==> config.mk <==
export PLATFORM = sky130hd
export DESIGN_NAME = sync_fifo
export DESIGN_NICKNAME = d
export VERILOG_FILES = /design/src/rtl/sync_fifo_pkg.sv /design/src/rtl/sync_fifo_mem.sv /design/src/rtl/sync_fifo.sv
export SDC_FILE = /design/constraint.sdc
export NUM_CORES = 1
export LEC_CHECK = 0
export CAP_MARGIN = 0
export CELL_PAD_IN_SITES_DETAIL_PLACEMENT = 1
export CELL_PAD_IN_SITES_GLOBAL_PLACEMENT = 2
export CORE_MARGIN = 5
export CORE_UTILIZATION = 45
export DETAILED_ROUTE_END_ITERATION = 10
export PLACE_DENSITY_LB_ADDON = 0.1
export SKIP_LAST_GASP = 1
export SLEW_MARGIN = 30
export SYNTH_ARGS = -nofsm -noshare
export SYNTH_HDL_FRONTEND = slang
export SYNTH_SLANG_ARGS = --single-unit
export TNS_END_PERCENT = 100
==> constraint.sdc <==
create_clock -name clk -period 4.6 [get_ports clk]
set_clock_uncertainty 0.1 [all_clocks]
set_input_delay 0.46 -clock clk [delete_from_list [all_inputs] [get_ports clk]]
set_output_delay 0.46 -clock clk [all_outputs]
set_load 0.01 [all_outputs]
==> src/rtl/sync_fifo_pkg.sv <==
// Shared types and helpers for the synchronous FIFO.
// Pointer wrap uses an explicit compare, so DEPTH does not need to be a power of two.
package sync_fifo_pkg;

   typedef enum logic [1:0] {
      OP_IDLE = 2'b00,
      OP_RD   = 2'b01,
      OP_WR   = 2'b10,
      OP_BOTH = 2'b11
   } fifo_op_e;

   function automatic int unsigned wrap_inc(input int unsigned ptr, input int unsigned depth);
      return (ptr == depth - 1) ? 0 : ptr + 1;
   endfunction

endpackage

==> src/rtl/sync_fifo_mem.sv <==
// Simple dual-port storage array: synchronous write port, registered read port.
// The array itself is never reset; only the read register is.
module sync_fifo_mem #(
   parameter int unsigned DEPTH = 10,
   parameter int unsigned WIDTH = 4,
   parameter int unsigned AW    = $clog2(DEPTH)
) (
   input  logic             clk,
   input  logic             rst,
   input  logic             wr_en,
   input  logic [AW-1:0]    wr_addr,
   input  logic [WIDTH-1:0] wr_data,
   input  logic             rd_en,
   input  logic [AW-1:0]    rd_addr,
   output logic [WIDTH-1:0] rd_data
);

   logic [WIDTH-1:0] mem_q [DEPTH];
   logic [WIDTH-1:0] rd_data_d;
   logic [WIDTH-1:0] rd_data_q;

   always_ff @(posedge clk) begin
      if (wr_en) begin
         mem_q[wr_addr] <= wr_data;
      end
   end

   always_comb begin
      rd_data_d = rd_data_q;
      if (rd_en) begin
         rd_data_d = mem_q[rd_addr];
      end
   end

   always_ff @(posedge clk or posedge rst) begin
      if (rst) begin
         rd_data_q <= '0;
      end else begin
         rd_data_q <= rd_data_d;
      end
   end

   assign rd_data = rd_data_q;

endmodule

==> src/rtl/sync_fifo.sv <==
// Single-clock FIFO with arbitrary depth; pointers, occupancy count and flags live here.
// Illegal requests (write when full, read when empty) are silently dropped.
module sync_fifo
   import sync_fifo_pkg::*;
#(
   parameter int unsigned DEPTH = 10,
   parameter int unsigned WIDTH = 4
) (
   input  logic             clk,
   input  logic             asrst,
   input  logic             wren,
   input  logic [WIDTH-1:0] wrdata,
   output logic             full,
   input  logic             rden,
   output logic [WIDTH-1:0] rddata,
   output logic             empty
);

   localparam int unsigned AW = $clog2(DEPTH);
   localparam int unsigned CW = $clog2(DEPTH + 1);

   logic [AW-1:0] wr_ptr_d, wr_ptr_q;
   logic [AW-1:0] rd_ptr_d, rd_ptr_q;
   logic [CW-1:0] count_d, count_q;
   logic          wr_ok, rd_ok;
   fifo_op_e      op;

   // Flags come straight from the registered count, so no input reaches an output combinationally.
   assign full  = (count_q == CW'(DEPTH));
   assign empty = (count_q == '0);
   assign wr_ok = wren && !full;
   assign rd_ok = rden && !empty;
   assign op    = fifo_op_e'({wr_ok, rd_ok});

   always_comb begin
      wr_ptr_d = wr_ptr_q;
      rd_ptr_d = rd_ptr_q;
      count_d  = count_q;
      if (wr_ok) begin
         wr_ptr_d = AW'(wrap_inc(32'(wr_ptr_q), DEPTH));
      end
      if (rd_ok) begin
         rd_ptr_d = AW'(wrap_inc(32'(rd_ptr_q), DEPTH));
      end
      case (op)
         OP_WR:   count_d = count_q + 1'b1;
         OP_RD:   count_d = count_q - 1'b1;
         default: count_d = count_q;
      endcase
   end

   always_ff @(posedge clk or posedge asrst) begin
      if (asrst) begin
         wr_ptr_q <= '0;
         rd_ptr_q <= '0;
         count_q  <= '0;
      end else begin
         wr_ptr_q <= wr_ptr_d;
         rd_ptr_q <= rd_ptr_d;
         count_q  <= count_d;
      end
   end

   sync_fifo_mem #(
      .DEPTH (DEPTH),
      .WIDTH (WIDTH),
      .AW    (AW)
   ) u_mem (
      .clk     (clk),
      .rst     (asrst),
      .wr_en   (wr_ok),
      .wr_addr (wr_ptr_q),
      .wr_data (wrdata),
      .rd_en   (rd_ok),
      .rd_addr (rd_ptr_q),
      .rd_data (rddata)
   );

endmodule

==> results of run 1 <==
-- power by group through the flow --
| stage | clock network, mW | logic [mW] | registers [mW] |
|---|---|---|---|
| after detailed placement | 0 | 0.519 | 0.819 |
| after floorplan | 0 | 0.470 | 0.731 |
| after global routing | 0.405 | 0.574 | 0.833 |
| final | 0.372 | 0.515 | 0.807 |
| after global placement | 0 | 0.499 | 0.808 |
| after CTS | 0.380 | 0.523 | 0.809 |
-- logic make-up (layout without fill, tap and decap cells) --
kind of cell	count (synthesis)	count (layout)	synth area share, %
AO/OA/AOI/OAI	18	18	5.23
XOR/XNOR	6	6	2.13
adder cells (fa/ha/maj)	4	4	2.34
buffers and inverters	16	30	3.71
flip-flops	56	56	65.0
multiplexers	19	19	12.7
AND/OR/NAND/NOR	45	45	8.84
-- worst reg2reg max path, stage by stage (launching register included) --
cell and delay [ns]:
dfrtp_1 0.48, o41ai_4 0.68, inv_2 0.07, ha_1 0.28, ha_1 0.29, a21o_1 0.21, a2111oi_0 0.37, nand4b_1 0.16
nand3_1 0.08
-- layout make-up --
cell class,count,area [sq um],area share [%]
sequential,56,1600,57.9
multi-input combinational,92,776,28.1
timing repair buffer,13,130,4.71
tap,72,90.1,3.26
clock buffer,6,72.6,2.63
clock inverter,2,60.1,2.17
inverter,9,33.8,1.22
-- metrics by stage --
stage | hold WS (ns) | worst slack [ns] | utilization [%]
after floorplan | 0.274 | 2.06 | -
after global placement | 0.356 | 1.88 | 48.6
after detailed placement | 0.363 | 1.80 | 48.6
after CTS | 0.387 | 1.75 | 51.0
after global routing | 0.416 | 1.60 | 51.1
final | 0.375 | 1.77 | 51.1
-- how the worst max path moves through the flow --
stage / cells after the start / to / startpoint / slack (ns)
after floorplan: 8 / count_q[3] / count_q[0] / 2.06
after global placement: 8 / count_q[3] / count_q[0] / 1.88
after detailed placement: 8 / count_q[3] / count_q[0] / 1.80
after CTS: 8 / count_q[3] / count_q[0] / 1.75
after global routing: 8 / count_q[3] / count_q[0] / 1.60
final: 8 / count_q[3] / count_q[0] / 1.77
-- registers in the layout, indices dropped and copies added (netlist names) --
register and count:
u_mem.mem_q 40, count_q 4, rd_ptr_q 4, u_mem.rd_data 4, wr_ptr_q 4
-- metal layers --
layer	vias to the layer above	part of all wire, %	wire length (um)	GRT usage (%)
li1	638	-	-	-
met1	679	44	2000	18.1
met2	20	52	2370	24.2
met3	4	2.9	132	3.46
met4	0	1.3	60	4.09
met5	-	0	0	0
-- Yosys cell counts --
library cell  number  area, sq um
a2111oi_0          1         8.76
a21o_1             1         7.51
a21oi_1            6         30.0
a221o_1            1         10.0
buf_12             1         20.0
buf_6              2         22.5
clkbuf_1           4         15.0
dfrtp_1           16          400
edfxtp_1          40         1200
fa_1               1         20.0
ha_1               3         37.5
inv_1              8         30.0
inv_2              1         3.75
mux2_1             1         11.3
mux2_2             5         56.3
mux2i_1            5         50.1
mux4_1             4          105
mux4_2             4         90.1
nand2_1           15         56.3
nand2b_1           2         12.5
nand3_1            4         20.0
nand4b_1           2         17.5
nand4bb_1          1         11.3
nor2_1            11         41.3
nor2b_1            1         6.26
nor3_1             4         20.0
nor4_1             2         12.5
o211ai_1           1         7.51
o21ai_0            2         10.0
o21ai_1            4         20.0
o21bai_1           1         7.51
o41ai_4            1         27.5
or3_1              2         12.5
or4_1              1         7.51
xnor2_1            5         43.8
xor2_1             1         8.76
-- cells in the final DEF (no fill, tap or decap), types with 2 or more instances in the layout --
| cell type | count |
|---|---|
| nand2b_1 | 2 |
| bufinv_16 | 2 |
| dfrtp_1 | 16 |
| o21ai_0 | 2 |
| a21oi_1 | 6 |
| xnor2_1 | 5 |
| mux2i_1 | 5 |
| or3_1 | 2 |
| mux4_1 | 4 |
| nor2_1 | 11 |
| clkdlybuf4s50_1 | 13 |
| nand3_1 | 4 |
| o21ai_1 | 4 |
| nand4b_1 | 2 |
| ha_1 | 3 |
| clkbuf_8 | 5 |
| nor3_1 | 4 |
| nand2_1 | 15 |
| mux2_2 | 5 |
| inv_1 | 8 |
| mux4_2 | 4 |
| edfxtp_1 | 40 |
==> flow_summary.toml, run 1 <==
[status]
status = "completed"

[power_and_ir_drop]
ir_worst_vdd_mv = 0.279
switching_power_uw = 548
clockPowerShare_pct = 22.0
p_int_mw = 1.15
powerDensity_nw_per_um2 = 613
seq_power_share_pct = 47.7
combinationalPowerShare_pct = 30.4
power.leakage_nw = 1.01
finalPower_mw = 1.69
switching_share_pct = 32.4

[clocking]
cts_tree = "built"
holdBufCountCts = 0
post_cts_buffers = 0
htree_levels = 2
ctsResizeCount = 0
cts.sinks = 56
insertion_delay_ns = 0.30
clk_path_buf_depth = 2
path_clk_slew_ns = 0.10
clockRootBuffer = "clkbuf_8"
cts_buffers = 5

[worst_setup_path]
cp_common_cell = "ha_1"
slowest_stage = "o41ai_4"
path_cells = "o41ai_4 -> inv_2 -> ha_1 -> ha_1 -> a21o_1 -> a2111oi_0 -> nand4b_1 -> nand3_1"
critPathArrivalTime_ns = 2.92
path_class = "reg2reg"
reg2reg_slack_ns = 1.77
path_delay_family = "compound AO/OA/AOI/OAI gates"
crit_fanout = 10
rr_worst_depth = 8
endpoint_kind = "register"
r2r_start = "count_q[0]"
r2r-end = "count_q[3]"
max_stage_delay_ns = 0.68
required_ns = 4.69
startpoint_type = "register"
cp.buffers_inverters = 1

[synth]
ys_types = 36
avgSynthCellArea_sq_um = 15.0
ys_warn_count = 0
synth_fp_nets = 176
syn_area_sq_um = 2460
yosysSeqAreaShare_pct = 65.0
syn_inst = 164
ys_seq_elements = 56

[route]
drc_errors = 0
drtIter0Drc = 128
routed_wl_mm = 4.57
avgViaCountPerCell = 5.36
detail-route-antenna-nets = 0
wl_per_cell_um = 18.3
first_pass_iters = 4
vias = 1341

[floorplan]
die_x_um = 84.0
core_area_sq_um = 5410
die_area_sq_um = 7050
row_count = 27
initial_core_util_pct = 45.6
io_pins = 14
die_h_um = 84.0

[worst_hold_path]
holdPathEnd = "u_mem.rd_data[1]"
whs_path_depth = 2
min_from = "u_mem.rd_data[1]"
hold_path_class = "reg2reg"

[timing]
fmax_mhz = 354
setup_violations = 0
slew_headroom_pct = 46.0
min_period_ns = 2.83
maxSlewViolCount = 0
rsz0062_at_grt = "false"
worst_pin_slew_ns = 0.810
final.setup.tns_ns = 0
finalCritPeriodShare_pct = 61.5
hold_viol = 0

[global_route]
antenna_found_initial = 0
grt_pass1_wl_mm = 7.87
grt.total_usage_pct = 14.2
grt_max_degree = 18
first_global_vias = 1504
overflow = 0

[final_layout]
nets = 189
syn_to_final_growth_pct = 12.2
nFillCells = 529
final_cells = 250
drive_gt1_share_pct = 10.7
stdcell_area_sq_um = 2760
antenna_cells = 0

[run]
maxCapViolCount = 0

[placement]
dp.cells = 242
portBuffers = 13
hpwl_mm = 3.31
dpl_cell_area_sq_um = 2630
place_congestion = 0.817
No activity file was read; power rests on OpenSTA's default activity.
==> inputs of run 2 (changes only) <==
--- a/config.mk
+++ b/config.mk
@@ -9,7 +9,7 @@
 export CELL_PAD_IN_SITES_DETAIL_PLACEMENT = 1
 export CELL_PAD_IN_SITES_GLOBAL_PLACEMENT = 2
 export CORE_MARGIN = 5
-export CORE_UTILIZATION = 45
+export CORE_UTILIZATION = 43
 export DETAILED_ROUTE_END_ITERATION = 10
 export PLACE_DENSITY_LB_ADDON = 0.1
 export SKIP_LAST_GASP = 1
==> constraint.sdc (replaced) <==
create_clock -name clk -period 2.86 [get_ports clk]
set_clock_uncertainty 0.1 [all_clocks]
set_input_delay 0.286 -clock clk [delete_from_list [all_inputs] [get_ports clk]]
set_output_delay 0.286 -clock clk [all_outputs]
set_load 0.01 [all_outputs]
==> run 2 against run 1 <==
Sequential share of layout area is 0.11 points higher. Critical path depth is 1 higher. Clock power rose by 14%. First-iteration DRC count shrank 70%. Count of clock-buffer cells in the layout unchanged. Worst setup slack worse by 1.6 ns. Utilization fell by 1.3 points. Register-to-register slack lost 1.6 ns. Cell count rose by 2.4%. Sequential power increased by 59%. Critical endpoint unchanged.
==> flow_summary.toml, run 2 (synthesized netlist as in run 1, its figures left out) <==
[final_layout]
stdcell_area_sq_um = 2760
regMostFlops = "u_mem.mem_q"
final_cell_mix = "edfxtp_1 (40), dfrtp_1 (16), nand2_1 (14), clkdlybuf4s50_1 (13), nor2_1 (11)"
largest_reg_flops = 40
drive_gt1_share_pct = 13.6
syn_to_final_growth_pct = 12.0
nets = 195
antenna_cells = 0
nFillCells = 560
final_common_cell = "edfxtp_1"
final_cells = 256

[power_and_ir_drop]
clockPowerShare_pct = 16.3
combinationalPowerShare_pct = 34.4
switching_share_pct = 34.6
powerDensity_nw_per_um2 = 939
power.leakage_nw = 1.02
seq_power_share_pct = 49.3
p_int_mw = 1.70
ir_worst_vdd_mv = 0.340
switching_power_uw = 896

[clocking]
clockRootBuffer = "clkbuf_8"
cts_tree = "built"
htree_levels = 2
clk_path_buf_depth = 2
cts_buffers = 5
holdBufCountCts = 0
path_clk_slew_ns = 0.10
insertion_delay_ns = 0.31
cts.sinks = 56

[timing]
setup_violations = 0
fmax_mhz = 374
finalCritPeriodShare_pct = 93.5
hold_viol = 0
min_period_ns = 2.67
slew_headroom_pct = 53.7
hold_ws_ns = 0.257
worst_pin_slew_ns = 0.689
maxSlewViolCount = 0
final.setup.tns_ns = 0

[route]
wl_per_cell_um = 17.8
first_pass_iters = 4
vias = 1385
drc_errors = 0
routed_wl_mm = 4.56
detail-route-antenna-nets = 0
drtIter0Drc = 38
avgViaCountPerCell = 5.41

[worst_setup_path]
cp_common_cell = "ha_1"
path_class = "reg2reg"
r2r_start = "count_q[0]"
endpoint = "count_q[3]"
startpoint_type = "register"
required_ns = 2.94
cp.buffers_inverters = 1
crit_start = "count_q[0]"
r2r-end = "count_q[3]"
path_delay_family = "simple AND/OR/NAND/NOR gates"
crit_fanout = 5
slowest_stage = "dfrtp_1"
reg2reg_slack_ns = 0.19
critical_path_cell_count = 9
rr_worst_depth = 9
endpoint_kind = "register"
critPathArrivalTime_ns = 2.75
path_cells = "buf_4 -> nand4bb_1 -> nand2_2 -> ha_1 -> ha_1 -> a21o_1 -> a2111oi_0 -> nand4b_1 -> nand3_1"
max_stage_delay_ns = 0.41

[placement]
dp.cells = 246
dpl_cell_area_sq_um = 2660
place_congestion = 0.801
portBuffers = 13
hpwl_mm = 3.47

[global_route]
overflow = 0
grt_max_degree = 18
first_global_vias = 1510
grt.total_usage_pct = 13.7
antenna_found_initial = 0
grt_pass1_wl_mm = 7.67

[status]
status = "completed"

[worst_hold_path]
hold_path_class = "in2async"

[floorplan]
die_x_um = 85.7
io_pins = 14
row_count = 27
die_area_sq_um = 7340
die_h_um = 85.7
core_area_sq_um = 5540
initial_core_util_pct = 44.4

[run]
maxCapViolCount = 0
[run 2: cell count changes in the layout (fill, tap and decap cells not counted)]
| cell | change |
|---|---|
| nor4_1 | +1 |
| nand2_1 | -1 |
| nand2_2 | +1 |
| nor4_2 | -1 |
| buf_4 | +6 |
| inv_6 | +1 |
| bufinv_16 | -2 |
| clkinv_2 | +1 |
[run 2: worst min path at each step]
stage	cells after the start	endpoint	startpoint
2_1_floorplan	1	count_q[0]	asrst
3_5_place_dp	2	u_mem.rd_data[0]	u_mem.rd_data[0]
4_1_cts	2	u_mem.rd_data[2]	asrst
6_report	2	u_mem.rd_data[2]	asrst
3_3_place_gp	2	u_mem.rd_data[0]	u_mem.rd_data[0]
5_1_grt	2	u_mem.rd_data[2]	asrst
[run 2: repair_timing]
item                                    in CTS  in global routing
resized for setup                            0                  1
endpoints found under the setup margin       0                  1
setup buffers                                0                  2
[run 2: routing by layer]
layer,GRT usage [%],up-vias,share of wire [%]
li1,-,644,-
met1,17.0,720,44
met2,23.9,16,52
met3,3.55,5,2.9
met4,3.45,0,0.94
met5,0,-,0
[run 2: metrics by stage]
step / util (%) / setup WS (ns) / power [mW]
6_report: 49.8 / 0.185 / 2.59
4_1_cts: 49.5 / 0.0635 / 2.62
2_1_floorplan: - / 0.319 / 1.93
3_3_place_gp: 47.9 / 0.203 / 2.12
5_1_grt: 49.8 / -0.00457 / 2.78
3_5_place_dp: 47.9 / 0.0869 / 2.20
[run 2: power groups by stage]
stage | Combinational (mW) | Sequential, mW | Clock (mW)
2_1_floorplan | 0.756 | 1.18 | 0
3_3_place_gp | 0.845 | 1.28 | 0
3_5_place_dp | 0.890 | 1.31 | 0
4_1_cts | 0.893 | 1.29 | 0.442
5_1_grt | 0.988 | 1.31 | 0.481
6_report | 0.890 | 1.28 | 0.423
[run 2: area by class of cell]
cell class                      count  area (sq um)  area share, %
Multi-Input combinational cell     92           772           28.0
Sequential cell                    56          1600           58.0
Tap cell                           72          90.1           3.27
Clock buffer                        6          72.6           2.63
Inverter                            9          33.8           1.22
Timing Repair Buffer               19           175           6.35
Clock inverter                      2          13.8          0.499
